`src/rtl/fetch_stage.sv`:
```
// fetch_stage: single-outstanding instruction fetch unit.
// A two-state request/wait machine issues one word read at a time. Returned
// words go to the decode-facing output register, or to a one-entry skid
// buffer when decode is stalled. Redirects restart fetch at a new address.
// A response that was already in flight when the redirect arrived is marked
// for dropping so that it never reaches decode.
module fetch_stage #(
  parameter logic [31:0] RESET_PC = 32'h8002_0000
) (
  input  logic        clock,
  input  logic        reset,
  output logic        imem_req,
  output logic [31:0] imem_addr,
  input  logic        imem_rvalid,
  input  logic [31:0] imem_rdata,
  input  logic        stall,
  input  logic        redirect,
  input  logic [31:0] redirect_pc,
  output logic [31:0] pc,
  output logic [31:0] insn,
  output logic        insn_valid
);

  localparam logic [0:0] S_REQ  = 1'b0;
  localparam logic [0:0] S_WAIT = 1'b1;

  // Architectural state
  logic [0:0]  state_r;
  logic [31:0] fetch_pc_r;
  logic        req_r;
  logic        drop_r;
  logic        skid_full_r;
  logic [31:0] skid_data_r;
  logic [31:0] skid_pc_r;
  logic [31:0] out_pc_r;
  logic [31:0] out_insn_r;
  logic        out_valid_r;

  // Next-state values
  logic [0:0]  state_s;
  logic [31:0] fetch_pc_s;
  logic        req_s;
  logic        drop_s;
  logic        skid_full_s;
  logic [31:0] skid_data_s;
  logic [31:0] skid_pc_s;
  logic [31:0] out_pc_s;
  logic [31:0] out_insn_s;
  logic        out_valid_s;

  // Decoded per-cycle events
  logic        resp_s;
  logic        usable_s;
  logic [31:0] target_s;

  // Next-state computation for the FSM, fetch address, drop flag, skid and output register
  always_comb begin
    state_s     = state_r;
    fetch_pc_s  = fetch_pc_r;
    drop_s      = drop_r;
    skid_full_s = skid_full_r;
    skid_data_s = skid_data_r;
    skid_pc_s   = skid_pc_r;
    out_pc_s    = out_pc_r;
    out_insn_s  = out_insn_r;
    out_valid_s = out_valid_r;

    // Only a response while waiting counts; rvalid in REQ is a protocol error and is ignored.
    resp_s   = (state_r == S_WAIT) && imem_rvalid;
    // A response is consumed only when it is not stale and no redirect overrides it.
    usable_s = resp_s && !drop_r && !redirect;
    // The low address bits of the target are forced to zero.
    target_s = redirect_pc & 32'hFFFF_FFFC;

    // Transitions are the same with or without a redirect: a request that was
    // issued still moves us to WAIT, and a response still ends the wait.
    case (state_r)
      S_REQ: begin
        if (req_r) begin
          state_s = S_WAIT;
        end else begin
          state_s = S_REQ;
        end
      end
      S_WAIT: begin
        if (imem_rvalid) begin
          state_s = S_REQ;
        end else begin
          state_s = S_WAIT;
        end
      end
      default: begin
        state_s = S_REQ;
      end
    endcase

    // Drop flag: armed when a redirect leaves a request in flight, cleared when
    // the in-flight response (stale or not) arrives.
    if (redirect) begin
      if (resp_s) begin
        drop_s = 1'b0;
      end else if ((state_r == S_WAIT) || req_r) begin
        drop_s = 1'b1;
      end else begin
        drop_s = drop_r;
      end
    end else if (resp_s) begin
      drop_s = 1'b0;
    end else begin
      drop_s = drop_r;
    end

    // Fetch address: redirect target wins, otherwise step past each accepted word.
    if (redirect) begin
      fetch_pc_s = target_s;
    end else if (usable_s) begin
      fetch_pc_s = fetch_pc_r + 32'd4;
    end else begin
      fetch_pc_s = fetch_pc_r;
    end

    // Skid and output register. A redirect empties the skid but leaves the
    // output register to the ordinary stall rules (delay-slot instruction).
    if (redirect) begin
      skid_full_s = 1'b0;
      if (!stall) begin
        out_insn_s  = 32'h0000_0000;
        out_valid_s = 1'b0;
      end else begin
        out_insn_s  = out_insn_r;
        out_valid_s = out_valid_r;
      end
    end else if (!stall) begin
      if (skid_full_r) begin
        out_pc_s    = skid_pc_r;
        out_insn_s  = skid_data_r;
        out_valid_s = 1'b1;
        if (usable_s) begin
          skid_full_s = 1'b1;
          skid_data_s = imem_rdata;
          skid_pc_s   = fetch_pc_r;
        end else begin
          skid_full_s = 1'b0;
        end
      end else if (usable_s) begin
        out_pc_s    = fetch_pc_r;
        out_insn_s  = imem_rdata;
        out_valid_s = 1'b1;
      end else begin
        out_insn_s  = 32'h0000_0000;
        out_valid_s = 1'b0;
      end
    end else begin
      if (usable_s) begin
        skid_full_s = 1'b1;
        skid_data_s = imem_rdata;
        skid_pc_s   = fetch_pc_r;
      end else begin
        skid_full_s = skid_full_r;
      end
    end

    // A request goes out in every REQ cycle unless the skid is holding a word.
    req_s = (state_s == S_REQ) && !skid_full_s;
  end

  // State registers with synchronous reset; the memory shares this reset and
  // forgets any outstanding request, so no drop is needed across reset.
  always_ff @(posedge clock) begin
    if (reset) begin
      state_r     <= S_REQ;
      fetch_pc_r  <= RESET_PC;
      req_r       <= 1'b0;
      drop_r      <= 1'b0;
      skid_full_r <= 1'b0;
      skid_data_r <= 32'h0000_0000;
      skid_pc_r   <= 32'h0000_0000;
      out_pc_r    <= 32'h0000_0000;
      out_insn_r  <= 32'h0000_0000;
      out_valid_r <= 1'b0;
    end else begin
      state_r     <= state_s;
      fetch_pc_r  <= fetch_pc_s;
      req_r       <= req_s;
      drop_r      <= drop_s;
      skid_full_r <= skid_full_s;
      skid_data_r <= skid_data_s;
      skid_pc_r   <= skid_pc_s;
      out_pc_r    <= out_pc_s;
      out_insn_r  <= out_insn_s;
      out_valid_r <= out_valid_s;
    end
  end

  assign imem_req   = req_r;
  assign imem_addr  = req_r ? fetch_pc_r : 32'h0000_0000;
  assign pc         = out_pc_r;
  assign insn       = out_insn_r;
  assign insn_valid = out_valid_r;

endmodule

```
`config.mk`:
```
export PLATFORM = sky130hd
export DESIGN_NAME = fetch_stage
export DESIGN_NICKNAME = d
export VERILOG_FILES = /design/src/rtl/fetch_stage.sv
export SDC_FILE = /design/constraint.sdc
export NUM_CORES = 1
export LEC_CHECK = 0
export CAP_MARGIN = 40
export CORE_MARGIN = 1
export CORE_UTILIZATION = 44
export CTS_CLUSTER_DIAMETER = 50
export DETAILED_ROUTE_END_ITERATION = 10
export PLACE_DENSITY = 0.69
export SETUP_SLACK_MARGIN = 0.4
export SLEW_MARGIN = 20
export SYNTH_ARGS = -nofsm -noshare
export SYNTH_HDL_FRONTEND = slang
export SYNTH_SLANG_ARGS = --single-unit
```
`constraint.sdc`:
```
create_clock -name clock -period 2.42 [get_ports clock]
set_input_delay 0.605 -clock clock [delete_from_list [all_inputs] [get_ports clock]]
set_output_delay 0.605 -clock clock [all_outputs]
set_load 0.1 [all_outputs]
```
==> results <==
- The initialized floorplan defines 46 standard-cell rows.
- In the final layout, the share of cells above drive strength 1 is 0.215.
- The count of buffers added on input and output ports is 160.
- The capturing element type of the critical path is an output port.
- Synthesis handed over a netlist of 918 instances.
- The synthesized design contains 0 enable-type register cells.
- In this run the static leakage power is 3.72 nW.
- The clock latency at the later pin of the worst-skew pair is 420 ps.
- The classification of the worst-slack hold path is flop to flop.
- The worst setup path is of the flop to output port kind.
- The hold buffer count at cts is 0.
- The storage element area is 3200 um^2.
- The clock skew is 6.60 ps.
- Summed over all layers, the routed wires come to 19600 um.
- The clock tree from TritonCTS is built.
- The total number of clock tree sinks is 159.
- The initial standard-cell utilization of the core is 0.455.
- The summed area of non-filler cells in the final layout is 10200 um^2.
- Dividing the detail-routed wire length by the instance count gives 15.1 um.
- After synthesis, the cell types taking the most area are sky130_fd_sc_hd__dfxtp_1, sky130_fd_sc_hd__nand2_1, sky130_fd_sc_hd__nor2_1, sky130_fd_sc_hd__a21oi_1, sky130_fd_sc_hd__a211oi_1.
- The first global-routing pass estimated 30600 um of wire.
- The busiest layer in global routing is met2.
- The H-tree generated during clock tree synthesis spans 4 levels.
- The I/O pin total is 167.
- The overall routing resource usage is 0.230.
- The count of synthesis-stage warnings from yosys is 0.
- The largest net degree at the start of global routing is 60.
- The first detailed-routing pass ran for 6 iterations.
- VDD sags by at most 0.531 mV.
- The share of the clock period used by the worst path is 0.797.
- Of all flip-flops after synthesis, the portion carrying an async set or reset was 0.
- The most frequently used flop master after synthesis is sky130_fd_sc_hd__dfxtp_1.
- The signal on the critical path passes through buf_6, and2_2, buf_12.
- The number of CTS-inserted buffers is 17.
- The via count of the first global-routing pass came to 6153.
- In this design, the stage delay of the slowest critical-path cell is 350 ps.
- For this run the aggregate overflow at the end of global routing stands at 0.
- The number of inserted filler cells in the final layout is 1432.
- The count of different cell masters after synthesis is 55.
- The routed via count divided by cell count is 5.30.
- The number of synthesized register bits is 159.
- The cell sitting at the root of the clock tree is a sky130_fd_sc_hd__clkbuf_16.
- The cell area reported after detailed placement is 9450 um^2.
- The final estimated routing congestion in global placement is 0.818.
- The HPWL after detailed placement is 12800 um.
- The cell with the biggest individual delay on the critical path is sky130_fd_sc_hd__dfxtp_4.
- Setup repair after global routing left no endpoint under its margin.
- The synthesized netlist occupies a cell area of 7310 um^2.
- The detailed-route DRC error count is 0.
- The net count of the finished layout is 1141.
- The floorplan step defined a die boundary enclosing 17100 um^2.
- The max-capacitance violation count is 0.
- For the worst setup path, the data arrival time is 1320 ps.
- The area overhead of the layout relative to synthesis is 39.5%.
- STA classifies the critical path startpoint as a flop.
- The longest clock path from root to sink contains 2 buffers.
- The required time at the worst-slack endpoint is 1810 ps.
- The final-report max-slew violation count came to 0.
- The peak fanout along the critical path is 16.
- The number of nets with antenna violations after routing is 0.
- The met1 track utilization from global routing is 0.289.
- Setup violations remaining at the end of the flow were counted as 0.
- For this run, global-route usage on met3 was measured as 0.0505.
- The flow ran to the end, and the final reports show no timing, DRC or antenna violations.
- After floorplanning, the core was sized to cover 16100 um^2.
- The overall via count from detail_route is 6869.
- The largest total area in the synthesized netlist belongs to sky130_fd_sc_hd__dfxtp_1.
- The global routing met2 resource utilization is 0.392.
- The tightest hold margin is 453 ps.
- After layout, the minimum clock period comes to 1930 ps.
- The die extent in x is 131 um.
- Of the post-synthesis cell area, the dominant cell type holds 0.435.
- The number of hold violations in the final report is 0.
- The clock transition at the register clock pins on the worst setup and hold paths after CTS is 50 ps.
- The total inserted antenna cells is 0.
- The average cell area after synthesis is 7.96 um^2.
- The multi-input combinational cell area is 3780 um^2.
- The setup check on the worst reg-to-reg path leaves a slack of 500 ps.
- The vertical extent of the die is 131 um.
- The detailed router finished its first iteration with 400 violations.
- Based on the critical path, the design can be clocked at up to 0.519 GHz.
- The number of antenna violations at the first check in global routing came to 0.
- The power density normalized to cell area is 650 nW/um^2.
- The share of synthesized area occupied by flip-flops and latches is 0.435.
==> metal layers <==
layer,up-vias,wire length (um)
li1,3461,-
met1,3204,8730
met2,189,9650
met3,15,1050
met4,0,165
met5,-,0
==> layout make-up <==
cell class,count,share of cell area
tap,216,0.0265
timing repair buffer,218,0.224
inverter,13,0.00479
clock inverter,6,0.0128
multi-input combinational,662,0.370
clock buffer,23,0.0480
sequential,159,0.313
==> sequential cells by signal, summed over array words and instances (netlist names) <==
| register | cells |
|---|---|
| drop_r | 1 |
| insn_valid | 1 |
| fetch_pc_r | 30 |
| skid_full_r | 1 |
| state_r | 1 |
| insn | 32 |
| skid_pc_r | 30 |
| pc | 30 |
| imem_req | 1 |
| skid_data_r | 32 |
==> metrics by stage <==
stage,TNS [ps],utilization,setup WS (ps),total power [mW],instances
3_3_place_gp,-61.9,0.588,-59.1,3.84,1259
4_1_cts,0,0.628,405,6.67,1288
5_1_grt,0,0.635,403,6.88,1297
6_report,0,0.635,491,6.63,1297
2_1_floorplan,0,-,399,3.46,921
3_5_place_dp,-85.2,0.588,-55.2,3.84,1259
==> cell usage in the layout (no fill, tap or decap), drive strengths merged, types with 31 or more instances in the layout <==
cell type / instances
mux2i: 31
nand2b: 32
a211oi: 43
nand2: 171
dfxtp: 159
a22oi: 32
o21ai: 35
and2: 34
nor2: 94
buf: 153
a21oi: 68
clkdlybuf4s50: 64
==> critical path, delay by kind of cell (launching register included) <==
family	cells	cell delay, ps
flip-flops	1	350
AND/OR/NAND/NOR	1	190
buffers and inverters	2	360
==> kinds of logic after synthesis <==
logic type	Yosys count	synth area share
adders and majority gates	2	0.00308
and+or+nand+nor	405	0.260
AOI/OAI and AO/OA	209	0.184
muxes	31	0.0424
other	1	0.000513
xor gates and xnor gates	11	0.0132
buffers and inverters	100	0.0616
DFF	159	0.435
==> power breakdown <==
part           leakage (nW)  internal, mW  switching, mW
combinational          2.13         0.393          0.666
sequential             1.29          2.69         0.0621
clock                 0.304          1.82           1.00
total                  3.72          4.90           1.73
==> cell usage after synthesis (3+ instances only) <==
library cell	number
sky130_fd_sc_hd__nor4_1	7
sky130_fd_sc_hd__nor2b_1	3
sky130_fd_sc_hd__nand2_1	171
sky130_fd_sc_hd__nand4_1	9
sky130_fd_sc_hd__mux2i_1	31
sky130_fd_sc_hd__buf_4	5
sky130_fd_sc_hd__inv_1	13
sky130_fd_sc_hd__nor2_1	94
sky130_fd_sc_hd__xor2_1	3
sky130_fd_sc_hd__o21ai_0	35
sky130_fd_sc_hd__dfxtp_1	159
sky130_fd_sc_hd__and3_1	7
sky130_fd_sc_hd__a22oi_1	32
sky130_fd_sc_hd__o31a_1	3
sky130_fd_sc_hd__and2_1	33
sky130_fd_sc_hd__nand2b_1	32
sky130_fd_sc_hd__buf_1	4
sky130_fd_sc_hd__o31ai_1	3
sky130_fd_sc_hd__a311oi_1	8
sky130_fd_sc_hd__buf_2	3
sky130_fd_sc_hd__clkbuf_1	68
sky130_fd_sc_hd__a21oi_1	68
sky130_fd_sc_hd__nor3_1	11
sky130_fd_sc_hd__and4_1	4
sky130_fd_sc_hd__buf_6	7
sky130_fd_sc_hd__xnor2_1	8
sky130_fd_sc_hd__or3_1	5
sky130_fd_sc_hd__a211oi_1	43
sky130_fd_sc_hd__a2111oi_0	3
sky130_fd_sc_hd__nand3_1	12
==> path summary, 6_finish.rpt <==
kind / depth (start not counted) / end / from
setup reg to reg: 4 / fetch_pc_r[28]$_SDFFE_PP0P_ / fetch_pc_r[17]$_SDFFE_PP1P_
hold / removal: 2 / skid_data_r[17]$_SDFFE_PP0P_ / skid_data_r[17]$_SDFFE_PP0P_
setup / recovery: 3 / imem_addr[26] / imem_req$_SDFF_PP0_
hold reg to reg: 2 / skid_data_r[17]$_SDFFE_PP0P_ / skid_data_r[17]$_SDFFE_PP0P_
==> what timing repair did <==
action                     in CTS  in global routing
resized for setup               4                 11
pin swaps                       0                  3
buffers inserted                0                  9
setup endpoints to repair      31                101
(Power assumes the default switching activity.)
